===== config.mk =====
export PLATFORM = sky130hd
export DESIGN_NAME = multicycle_ctrl
export DESIGN_NICKNAME = d
export VERILOG_FILES = /design/src/rtl/multicycle_ctrl.sv
export SDC_FILE = /design/constraint.sdc
export NUM_CORES = 1
export LEC_CHECK = 0
export CORE_MARGIN = 1
export CORE_UTILIZATION = 47
export DETAILED_ROUTE_END_ITERATION = 16
export GPL_ROUTABILITY_DRIVEN = 1
export GPL_TIMING_DRIVEN = 0
export HOLD_SLACK_MARGIN = 0.05
export PLACE_DENSITY_LB_ADDON = 0.25
export SLEW_MARGIN = 25
export SYNTH_ARGS = -nofsm -noshare
export SYNTH_HDL_FRONTEND = slang
export SYNTH_SLANG_ARGS = --single-unit

===== constraint.sdc =====
create_clock -name clk -period 2.6 [get_ports clk]
set_input_delay 0.52 -clock clk [delete_from_list [all_inputs] [get_ports clk]]
set_output_delay 0.52 -clock clk [all_outputs]
set_load 0.05 [all_outputs]

===== src/rtl/multicycle_ctrl.sv =====
// Multi-cycle control FSM for the 16-bit CR16-style datapath: fetch/decode/execute/memory
// sequencing, datapath control decode, memory handshake watchdog and sticky fault state.
module multicycle_ctrl #(
  parameter int MEM_TIMEOUT = 255,
  parameter int ALU_OP_W    = 4,
  parameter bit LUI_EN      = 1'b1
) (
  input  logic                clk,
  input  logic                reset,
  input  logic [15:0]         instr,
  input  logic [4:0]          flags,
  input  logic                mem_ready,
  output logic [2:0]          state,
  output logic                ir_en,
  output logic                pc_en,
  output logic [1:0]          pc_sel,
  output logic                rf_we,
  output logic [1:0]          wb_sel,
  output logic [ALU_OP_W-1:0] alu_op,
  output logic                alu_b_imm,
  output logic                imm_zext,
  output logic                flags_we,
  output logic                mem_req,
  output logic                mem_we,
  output logic                addr_sel,
  output logic                retired,
  output logic                fault
);

  typedef enum logic [2:0] {
    S_FETCH  = 3'd0,
    S_DECODE = 3'd1,
    S_EXEC   = 3'd2,
    S_MEM    = 3'd3,
    S_BRANCH = 3'd4,
    S_JUMP   = 3'd5,
    S_FAULT  = 3'd7
  } state_t;

  localparam int WD_W    = (MEM_TIMEOUT < 2) ? 1 : $clog2(MEM_TIMEOUT + 1);
  localparam int WD_LAST = (MEM_TIMEOUT == 0) ? 0 : MEM_TIMEOUT - 1;

  // Base ALU opcodes shared by the register form (ext field) and immediate form (op field).
  function automatic logic is_alu_code(input logic [3:0] code);
    case (code)
      4'h1, 4'h2, 4'h3, 4'h5, 4'h9, 4'hB, 4'hD: is_alu_code = 1'b1;
      default:                                  is_alu_code = 1'b0;
    endcase
  endfunction

  function automatic logic [3:0] alu_code(input logic [3:0] code);
    case (code)
      4'h5:    alu_code = 4'd0;
      4'h9:    alu_code = 4'd1;
      4'hB:    alu_code = 4'd2;
      4'h1:    alu_code = 4'd3;
      4'h2:    alu_code = 4'd4;
      4'h3:    alu_code = 4'd5;
      4'hD:    alu_code = 4'd6;
      default: alu_code = 4'd0;
    endcase
  endfunction

  // Conditions come in pairs; from group 5 upward the even code is the negated one.
  function automatic logic cond_true(input logic [3:0] c, input logic [4:0] f);
    logic n, z, fl, l, cy, base, inv;
    {n, z, fl, l, cy} = f;
    case (c[3:1])
      3'd0:    base = z;
      3'd1:    base = cy;
      3'd2:    base = l;
      3'd3:    base = n;
      3'd4:    base = fl;
      3'd5:    base = l | z;
      3'd6:    base = n | z;
      default: base = 1'b0;
    endcase
    if (c[3:1] >= 3'd5) begin
      inv = ~c[0];
    end else begin
      inv = c[0];
    end
    cond_true = base ^ inv;
  endfunction

  state_t              state_r, next_s;
  logic [WD_W-1:0]     wd_r;
  logic                wd_wait_s, wd_expire_s;
  logic [3:0]          op_s, ext_s, cond_s;
  logic                taken_s, unused_s;
  logic                ir_en_s, pc_en_s, rf_we_s, alu_b_imm_s, imm_zext_s, flags_we_s;
  logic                mem_req_s, mem_we_s, addr_sel_s, retired_s, fault_s;
  logic [1:0]          pc_sel_s, wb_sel_s;
  logic [ALU_OP_W-1:0] alu_op_s;

  assign op_s     = instr[15:12];
  assign cond_s   = instr[11:8];
  assign ext_s    = instr[7:4];
  assign unused_s = &{1'b0, instr[3:0]};
  assign taken_s  = cond_true(cond_s, flags);

  assign wd_wait_s   = ((state_r == S_FETCH) || (state_r == S_MEM)) && !mem_ready;
  assign wd_expire_s = (MEM_TIMEOUT != 0) && wd_wait_s && (wd_r == WD_W'(WD_LAST));

  // State register.
  always_ff @(posedge clk or posedge reset) begin
    if (reset) begin
      state_r <= S_FETCH;
    end else begin
      state_r <= next_s;
    end
  end

  // Bus watchdog: counts consecutive unanswered request cycles.
  always_ff @(posedge clk or posedge reset) begin
    if (reset) begin
      wd_r <= {WD_W{1'b0}};
    end else if (wd_wait_s && !wd_expire_s) begin
      wd_r <= wd_r + WD_W'(1);
    end else begin
      wd_r <= {WD_W{1'b0}};
    end
  end

  // Next-state and datapath control decode.
  always_comb begin
    next_s      = state_r;
    ir_en_s     = 1'b0;
    pc_en_s     = 1'b0;
    pc_sel_s    = 2'b00;
    rf_we_s     = 1'b0;
    wb_sel_s    = 2'b00;
    alu_op_s    = {ALU_OP_W{1'b0}};
    alu_b_imm_s = 1'b0;
    imm_zext_s  = 1'b0;
    flags_we_s  = 1'b0;
    mem_req_s   = 1'b0;
    mem_we_s    = 1'b0;
    addr_sel_s  = 1'b0;
    retired_s   = 1'b0;
    fault_s     = 1'b0;
    case (state_r)
      S_FETCH: begin
        mem_req_s = 1'b1;
        if (mem_ready) begin
          ir_en_s = 1'b1;
          pc_en_s = 1'b1;
          next_s  = S_DECODE;
        end else if (wd_expire_s) begin
          next_s = S_FAULT;
        end else begin
          next_s = S_FETCH;
        end
      end
      S_DECODE: begin
        case (op_s)
          4'h0: next_s = is_alu_code(ext_s) ? S_EXEC : S_FAULT;
          4'h8: next_s = ((ext_s == 4'h0) || (ext_s == 4'h1) || (ext_s == 4'h4)) ? S_EXEC : S_FAULT;
          4'h4: begin
            case (ext_s)
              4'h0, 4'h4: next_s = S_MEM;
              4'h8, 4'hC: next_s = S_JUMP;
              default:    next_s = S_FAULT;
            endcase
          end
          4'hC:    next_s = S_BRANCH;
          4'hF:    next_s = LUI_EN ? S_EXEC : S_FAULT;
          default: next_s = is_alu_code(op_s) ? S_EXEC : S_FAULT;
        endcase
      end
      S_EXEC: begin
        retired_s = 1'b1;
        next_s    = S_FETCH;
        if (op_s == 4'h0) begin
          alu_op_s   = ALU_OP_W'(alu_code(ext_s));
          flags_we_s = (ext_s == 4'h5) || (ext_s == 4'h9) || (ext_s == 4'hB);
          rf_we_s    = (ext_s != 4'hB);
        end else if (op_s == 4'h8) begin
          alu_op_s    = ALU_OP_W'(4'd7);
          alu_b_imm_s = (ext_s[3:1] == 3'b000);
          rf_we_s     = 1'b1;
        end else if (op_s == 4'hF) begin
          alu_op_s    = ALU_OP_W'(4'd8);
          alu_b_imm_s = 1'b1;
          rf_we_s     = 1'b1;
        end else begin
          alu_op_s    = ALU_OP_W'(alu_code(op_s));
          alu_b_imm_s = 1'b1;
          imm_zext_s  = (op_s == 4'h1) || (op_s == 4'h2) || (op_s == 4'h3);
          flags_we_s  = (op_s == 4'h5) || (op_s == 4'h9) || (op_s == 4'hB);
          rf_we_s     = (op_s != 4'hB);
        end
      end
      S_MEM: begin
        mem_req_s  = 1'b1;
        addr_sel_s = 1'b1;
        mem_we_s   = (ext_s == 4'h4);
        if (mem_ready) begin
          rf_we_s   = (ext_s == 4'h0);
          wb_sel_s  = (ext_s == 4'h0) ? 2'b01 : 2'b00;
          retired_s = 1'b1;
          next_s    = S_FETCH;
        end else if (wd_expire_s) begin
          next_s = S_FAULT;
        end else begin
          next_s = S_MEM;
        end
      end
      S_BRANCH: begin
        retired_s = 1'b1;
        next_s    = S_FETCH;
        if (taken_s) begin
          pc_en_s  = 1'b1;
          pc_sel_s = 2'b01;
        end else begin
          pc_en_s = 1'b0;
        end
      end
      S_JUMP: begin
        retired_s = 1'b1;
        next_s    = S_FETCH;
        if (ext_s == 4'h8) begin
          rf_we_s  = 1'b1;
          wb_sel_s = 2'b10;
          pc_en_s  = 1'b1;
          pc_sel_s = 2'b10;
        end else if (taken_s) begin
          pc_en_s  = 1'b1;
          pc_sel_s = 2'b10;
        end else begin
          pc_en_s = 1'b0;
        end
      end
      S_FAULT: begin
        fault_s = 1'b1;
        next_s  = S_FAULT;
      end
      default: begin
        fault_s = 1'b1;
        next_s  = S_FAULT;
      end
    endcase
  end

  // Reset masks every output combinationally so nothing leaks while it is held.
  assign state     = reset ? 3'd0 : state_r;
  assign ir_en     = ~reset & ir_en_s;
  assign pc_en     = ~reset & pc_en_s;
  assign pc_sel    = reset ? 2'b00 : pc_sel_s;
  assign rf_we     = ~reset & rf_we_s;
  assign wb_sel    = reset ? 2'b00 : wb_sel_s;
  assign alu_op    = reset ? {ALU_OP_W{1'b0}} : alu_op_s;
  assign alu_b_imm = ~reset & alu_b_imm_s;
  assign imm_zext  = ~reset & imm_zext_s;
  assign flags_we  = ~reset & flags_we_s;
  assign mem_req   = ~reset & mem_req_s;
  assign mem_we    = ~reset & mem_we_s;
  assign addr_sel  = ~reset & addr_sel_s;
  assign retired   = ~reset & retired_s;
  assign fault     = ~reset & fault_s;

endmodule


-- Word-level counts from Yosys, hierarchy flattened
Index checks and enable logic that the tools add are counted.
- input port bits: 24
- word-level logic and storage cells: 146
- output and inout port bits: 22
- register bits after elaboration: 11
- $lt $le $gt $ge: 1
- mux-type cells: 64
- reductions and logical operators: 27
- $add $sub $neg: 1
- bitwise operators: 16
- eq/ne operators: 35
- operators with widths (operator ; count):
    4-bit == test, second input constant ; 11
    3-bit case mux with 6 select lines ; 2
    1-bit 2-to-1 mux ; 34
    3-bit 2-to-1 mux ; 8
    4-bit 2-to-1 mux ; 5
    4-bit by 2-bit == test with 1-bit output, second input constant ; 4
    4-bit by 3-bit == test with 1-bit output, second input constant ; 4
    3-bit == test, second input constant ; 5
    3-bit case mux with 5 select lines ; 1
    7-bit OR reduction ; 2
    3-bit by 2-bit == test with 1-bit output, second input constant ; 4
    3-bit case mux with 4 select lines ; 1
    1-bit AND ; 11
    2-bit 2-to-1 mux ; 5
    3-bit zero test ; 3
    1-bit logical OR ; 9
    8-bit by 1-bit adder with 8-bit output, second input constant ; 1
    4-bit by 1-bit == test with 1-bit output, second input constant ; 2
    8-bit == test, second input constant ; 1
    4-bit zero test ; 2
    8-bit 2-to-1 mux ; 1
    4-bit inequality test, second input constant ; 2
    2-bit case mux with 2 select lines ; 2
    1-bit case mux with 7 select lines ; 1
    14 further kinds ; 23

-- Depth between registers and ports, before layout
- word-level depth: 8
- gate-level depth with buffers: 6
- mapped depth without buffers: 6

-- Least setup slack after synthesis
OpenSTA, ideal clock, no wires.
- path type: input port to output port
- start point: input instr[7]
- end point: output rf_we
- data required time: 2.080 ns
- cell stages on the path: 5
- buffers on the path: 1
- slack: -0.958 ns
- arrival: 3.038 ns
- cell sequence: clkbuf_1 -> and2b_1 -> nand2_1 -> nor4_1 -> a21o_1
- word-level cells in the longest chain between the ends: 4
- elaborated cells on any way between the ends: 8
- those cells by class: eq/ne (2); mux (4); bitwise (1); reduce/logical (1)
- ends and longest elaborated chain (element ; RTL line ; text):
    from (decl) ; 10 ; input logic [15:0] instr,
    4-bit == test (tied with other cells) ; 222 ; if (ext_s == 4'h8) begin
    1-bit 2-to-1 mux (on tied branches) ; 222, 174, 198 ;
    1-bit case mux with 3 select lines (*) ; 142 ; case (state_r)
    1-bit AND (*) ; 250 ; assign rf_we = ~reset & rf_we_s;
    to (decl) ; 17 ; output logic rf_we,
Every way passes the cells marked *; elsewhere a longest branch is shown, timed or not.

-- Final worst setup path
- start point: input instr[11]
- end point: output pc_sel[1]
- word-level cells in the longest chain between the ends: 7
- elaborated cells on any way between the ends: 15
- those cells by class: order compare (1); eq/ne (6); mux (6); bitwise (1); reduce/logical (1)
- ends and longest elaborated chain (element ; RTL line ; text):
    3-bit greater-or-equal comparator (tied with other cells) ; 78 ; if (c[3:1] >= 3'd5) begin
    1-bit 2-to-1 mux / 1-bit case mux with 7 select lines (equally long branches) ; 78, 68 ;
    1-bit XOR (*) ; 83 ; cond_true = base ^ inv;
    2-bit 2-to-1 mux (*) ; 227 ; end else if (taken_s) begin
    2-bit 2-to-1 mux (*) ; 222 ;
    2-bit case mux with 2 select lines (*) ; 142 ;
    2-bit 2-to-1 mux (*) ; 249 ; assign pc_sel = reset ? 2'b00 : pc_sel_s;
    to (decl) ; 16 ; output logic [1:0] pc_sel,
Marks and branches as above.

==> metrics.cfg <==
[outcome]
status=finished, violations left
violations=setup timing

[cts]
clock_latency_ns=0.27
clockBufferDepth=2
cts_buffers=3
cts_sinks=11
clkSlewWorstSetupHoldPaths_ns=0.06
ctsRootBufferMaster=clkbuf_4
cts_tree=yes
cts-htree-levels=1

[global_routing]
grt_util_met1_pct=35.1
met2_usage_pct=45.9
antenna_found_initial=0
grt_use_total_pct=26.8
grt_max_degree=12
grt_pass1_vias=1283
grtUsageMet3_pct=2.32
top_usage_layer=met2
grt_pass1_wl_mm=5.60
grt_remaining_overflow=0

[detailed_routing]
vias_per_cell=6.10
detail-route-antenna-nets=0
drt_iter0_drc=54
routedWlPerCell_um=15.3
drt_pass1_iterations=4
totalWireLength_mm=3.70
vias=1470
drc_errors=0

[die]
die_area_sq_um=2730
dieHeight_um=52.3
ios=46
core_area_sq_um=2300
die_x_um=52.3
fp-row-count=17
start_util_pct=51.7

[setup_path]
path_buf_inv=2
crit_end=pc_sel[1]
max_stage_delay_ns=0.40
worstPathCellList=buf_8, o311a_1, a211oi_2, xnor2_2, a2111oi_4, buf_6
rr_endpoint=wd_r[6]$_DFF_PP0_
rr_worst_depth=5
critical-path-top-delay-family=compound AO/OA/AOI/OAI gates
cp-startpoint=instr[11]
path_depth=6
crit_required_ns=2.08
cp_max_fo=4
start_kind=primary input
r2r_start=state_r[0]$_DFF_PP0_
endpoint_kind=output port
crit_slowest_cell=a2111oi_4
path_class=in -> out
critPathArrivalTime_ns=2.09
reg2reg_slack_ns=1.06

[timing]
hold_violations=0
finalSetupTns_ns=-0.0106
report.final.setup_viol=1
tightestPinTransition_ns=0.532
setup_slack_ns=-0.0106
fin_skew_ns=0.00449
drv_slew=0
timing.hold.ws_ns=0.552
maxSlewHeadroom_pct=64.5
fmax_mhz=383
fin_crit_sh_pct=100
layout_min_cycle_time_ns=2.61
grt_setup_unrepaired=yes

[power]
pwr-share-comb_pct=68.7
leakage_nw=0.810
power.density_nw_per_um2=612
p_total_mw=1.13
p_clk_share_pct=10.3
p_switching_mw=0.617
p_int_mw=0.516
p_sw_share_pct=54.4
seqPwrFrac_pct=21.0
ir_drop_mv=0.598

[synth]
syn_inst=168
netlist_top_cells_area=dfrtp_1, nor2_1, xor2_1, nand2_1, a21oi_1
ys_ff_latch=11
synth_cell_types=43
syn_area_per_cell_sq_um=7.07
yosys.area.top_type=dfrtp_1
synth_fp_nets=194
ys_warn_count=0
synth_top_flop_cell=dfrtp_1
ys_seq_area_share_pct=23.2
netlist.area_leader.share_pct=23.2
async_reset_ff_share_pct=100
netlist_area_sq_um=1190
synth_edf_count=0

[placed_design]
place_area_sq_um=1720
dp_slack_ns=-1.12
gp_congestion=0.852
hpwl_mm=2.57
place_inst=234
numPortBuffers=38

[flow_run]
maxCapViolCount=0

[finish]
layout.cell_area.non_filler_sq_um=1850
nFillCells=158
layoutNonFillerInstCount=241
multiInputGateArea_sq_um=1020
drive_above_1_share_pct=30.5
syn_to_final_growth_pct=56.1
ff_latch_area_sq_um=275
antenna_cells=0
utilization_pct=80.7
fin_nets=240

[min_path]
min_path_type=reg -> reg

==> synthesized netlist by cell type, drive strengths merged (3+ instances only) <==
library cell and instances:
a21oi 9, a31oi 6, clkbuf 9, dfrtp 11, inv 8, mux2i 3, nand2 17, nand2b 3
nand3 5, nand4 5, nor2 23, nor2b 6, nor3 9, o21ai 8, xor2 8
==> cells in the final DEF, fill, tap and decap left out, types with 6 or more instances in the layout <==
cell type,netlist,routed
a21oi_1,9,9
clkbuf_1,9,6
clkbuf_2,0,6
dfrtp_1,11,11
dlygate4sd2_1,0,6
inv_1,8,7
nand2_1,17,15
nor2_1,23,20
nor3_2,0,6
o21ai_0,8,7
xor2_1,8,8
==> power by group through the flow <==
stage          clock, mW  sequential (mW)  combinational, mW
3_3_place_gp           0            0.237              0.739
6_report           0.117            0.238              0.778
2_1_floorplan          0            0.231              0.555
5_1_grt            0.128            0.243              0.834
3_5_place_dp           0            0.240              0.756
4_1_cts            0.120            0.237              0.752
==> logic make-up (layout without fill, tap and decap cells) <==
logic type,Yosys count,in the layout,share of synthesized area (%)
AO/OA/AOI/OAI,40,40,23.0
AND/OR/NAND/NOR,82,82,34.9
multiplexers,4,4,3.48
flip-flops,11,11,23.2
buffers and inverters,19,64,6.01
XOR/XNOR,10,10,7.38
adder cells (fa/ha/maj),2,2,2.11
==> per-layer routing <==
| layer | routed length, um | vias to the layer above |
|---|---|---|
| met5 | 0 | - |
| met4 | 39 | 0 |
| met3 | 135 | 4 |
| met2 | 1870 | 49 |
| met1 | 1660 | 709 |
| li1 | - | 708 |
==> worst min path at each step <==
| stage | cells after the start | slack [ns] | from | end |
|---|---|---|---|---|
| 3_3_place_gp | 2 | 0.52 | wd_r[5]$_DFF_PP0_ | wd_r[5]$_DFF_PP0_ |
| 3_5_place_dp | 1 | 0.55 | wd_r[0]$_DFF_PP0_ | wd_r[0]$_DFF_PP0_ |
| 4_1_cts | 1 | 0.56 | wd_r[0]$_DFF_PP0_ | wd_r[0]$_DFF_PP0_ |
| 6_report | 1 | 0.55 | wd_r[0]$_DFF_PP0_ | wd_r[0]$_DFF_PP0_ |
| 5_1_grt | 1 | 0.58 | wd_r[0]$_DFF_PP0_ | wd_r[0]$_DFF_PP0_ |
| 2_1_floorplan | 1 | 0.49 | wd_r[0]$_DFF_PP0_ | wd_r[0]$_DFF_PP0_ |
==> layout make-up <==
cell class	count	area share [%]
sequential	11	14.9
clock buffer	4	1.42
multi-input combinational	138	55.3
inverter	8	1.62
timing repair buffer	41	20.9
tap	28	1.89
buffer	11	4.05
==> worst register-to-register path, cell delays in order, from the launching register on <==
cell and delay (ns):
dfrtp_1 0.34, clkbuf_1 0.43, xor2_1 0.26, nor2_1 0.07
nand2_1 0.23, nor2_1 0.09
==> registers in the layout, indices dropped and copies added (netlist names) <==
register and flops:
state_r 3, wd_r 8
==> repair_timing <==
item                                    CTS  global route
resized for setup                       109            45
endpoints found under the setup margin   20            13
pin swaps                                 7             7
hold buffers                              0             0
buffers inserted                          1             2
No activity file was read; power rests on OpenSTA's default activity.
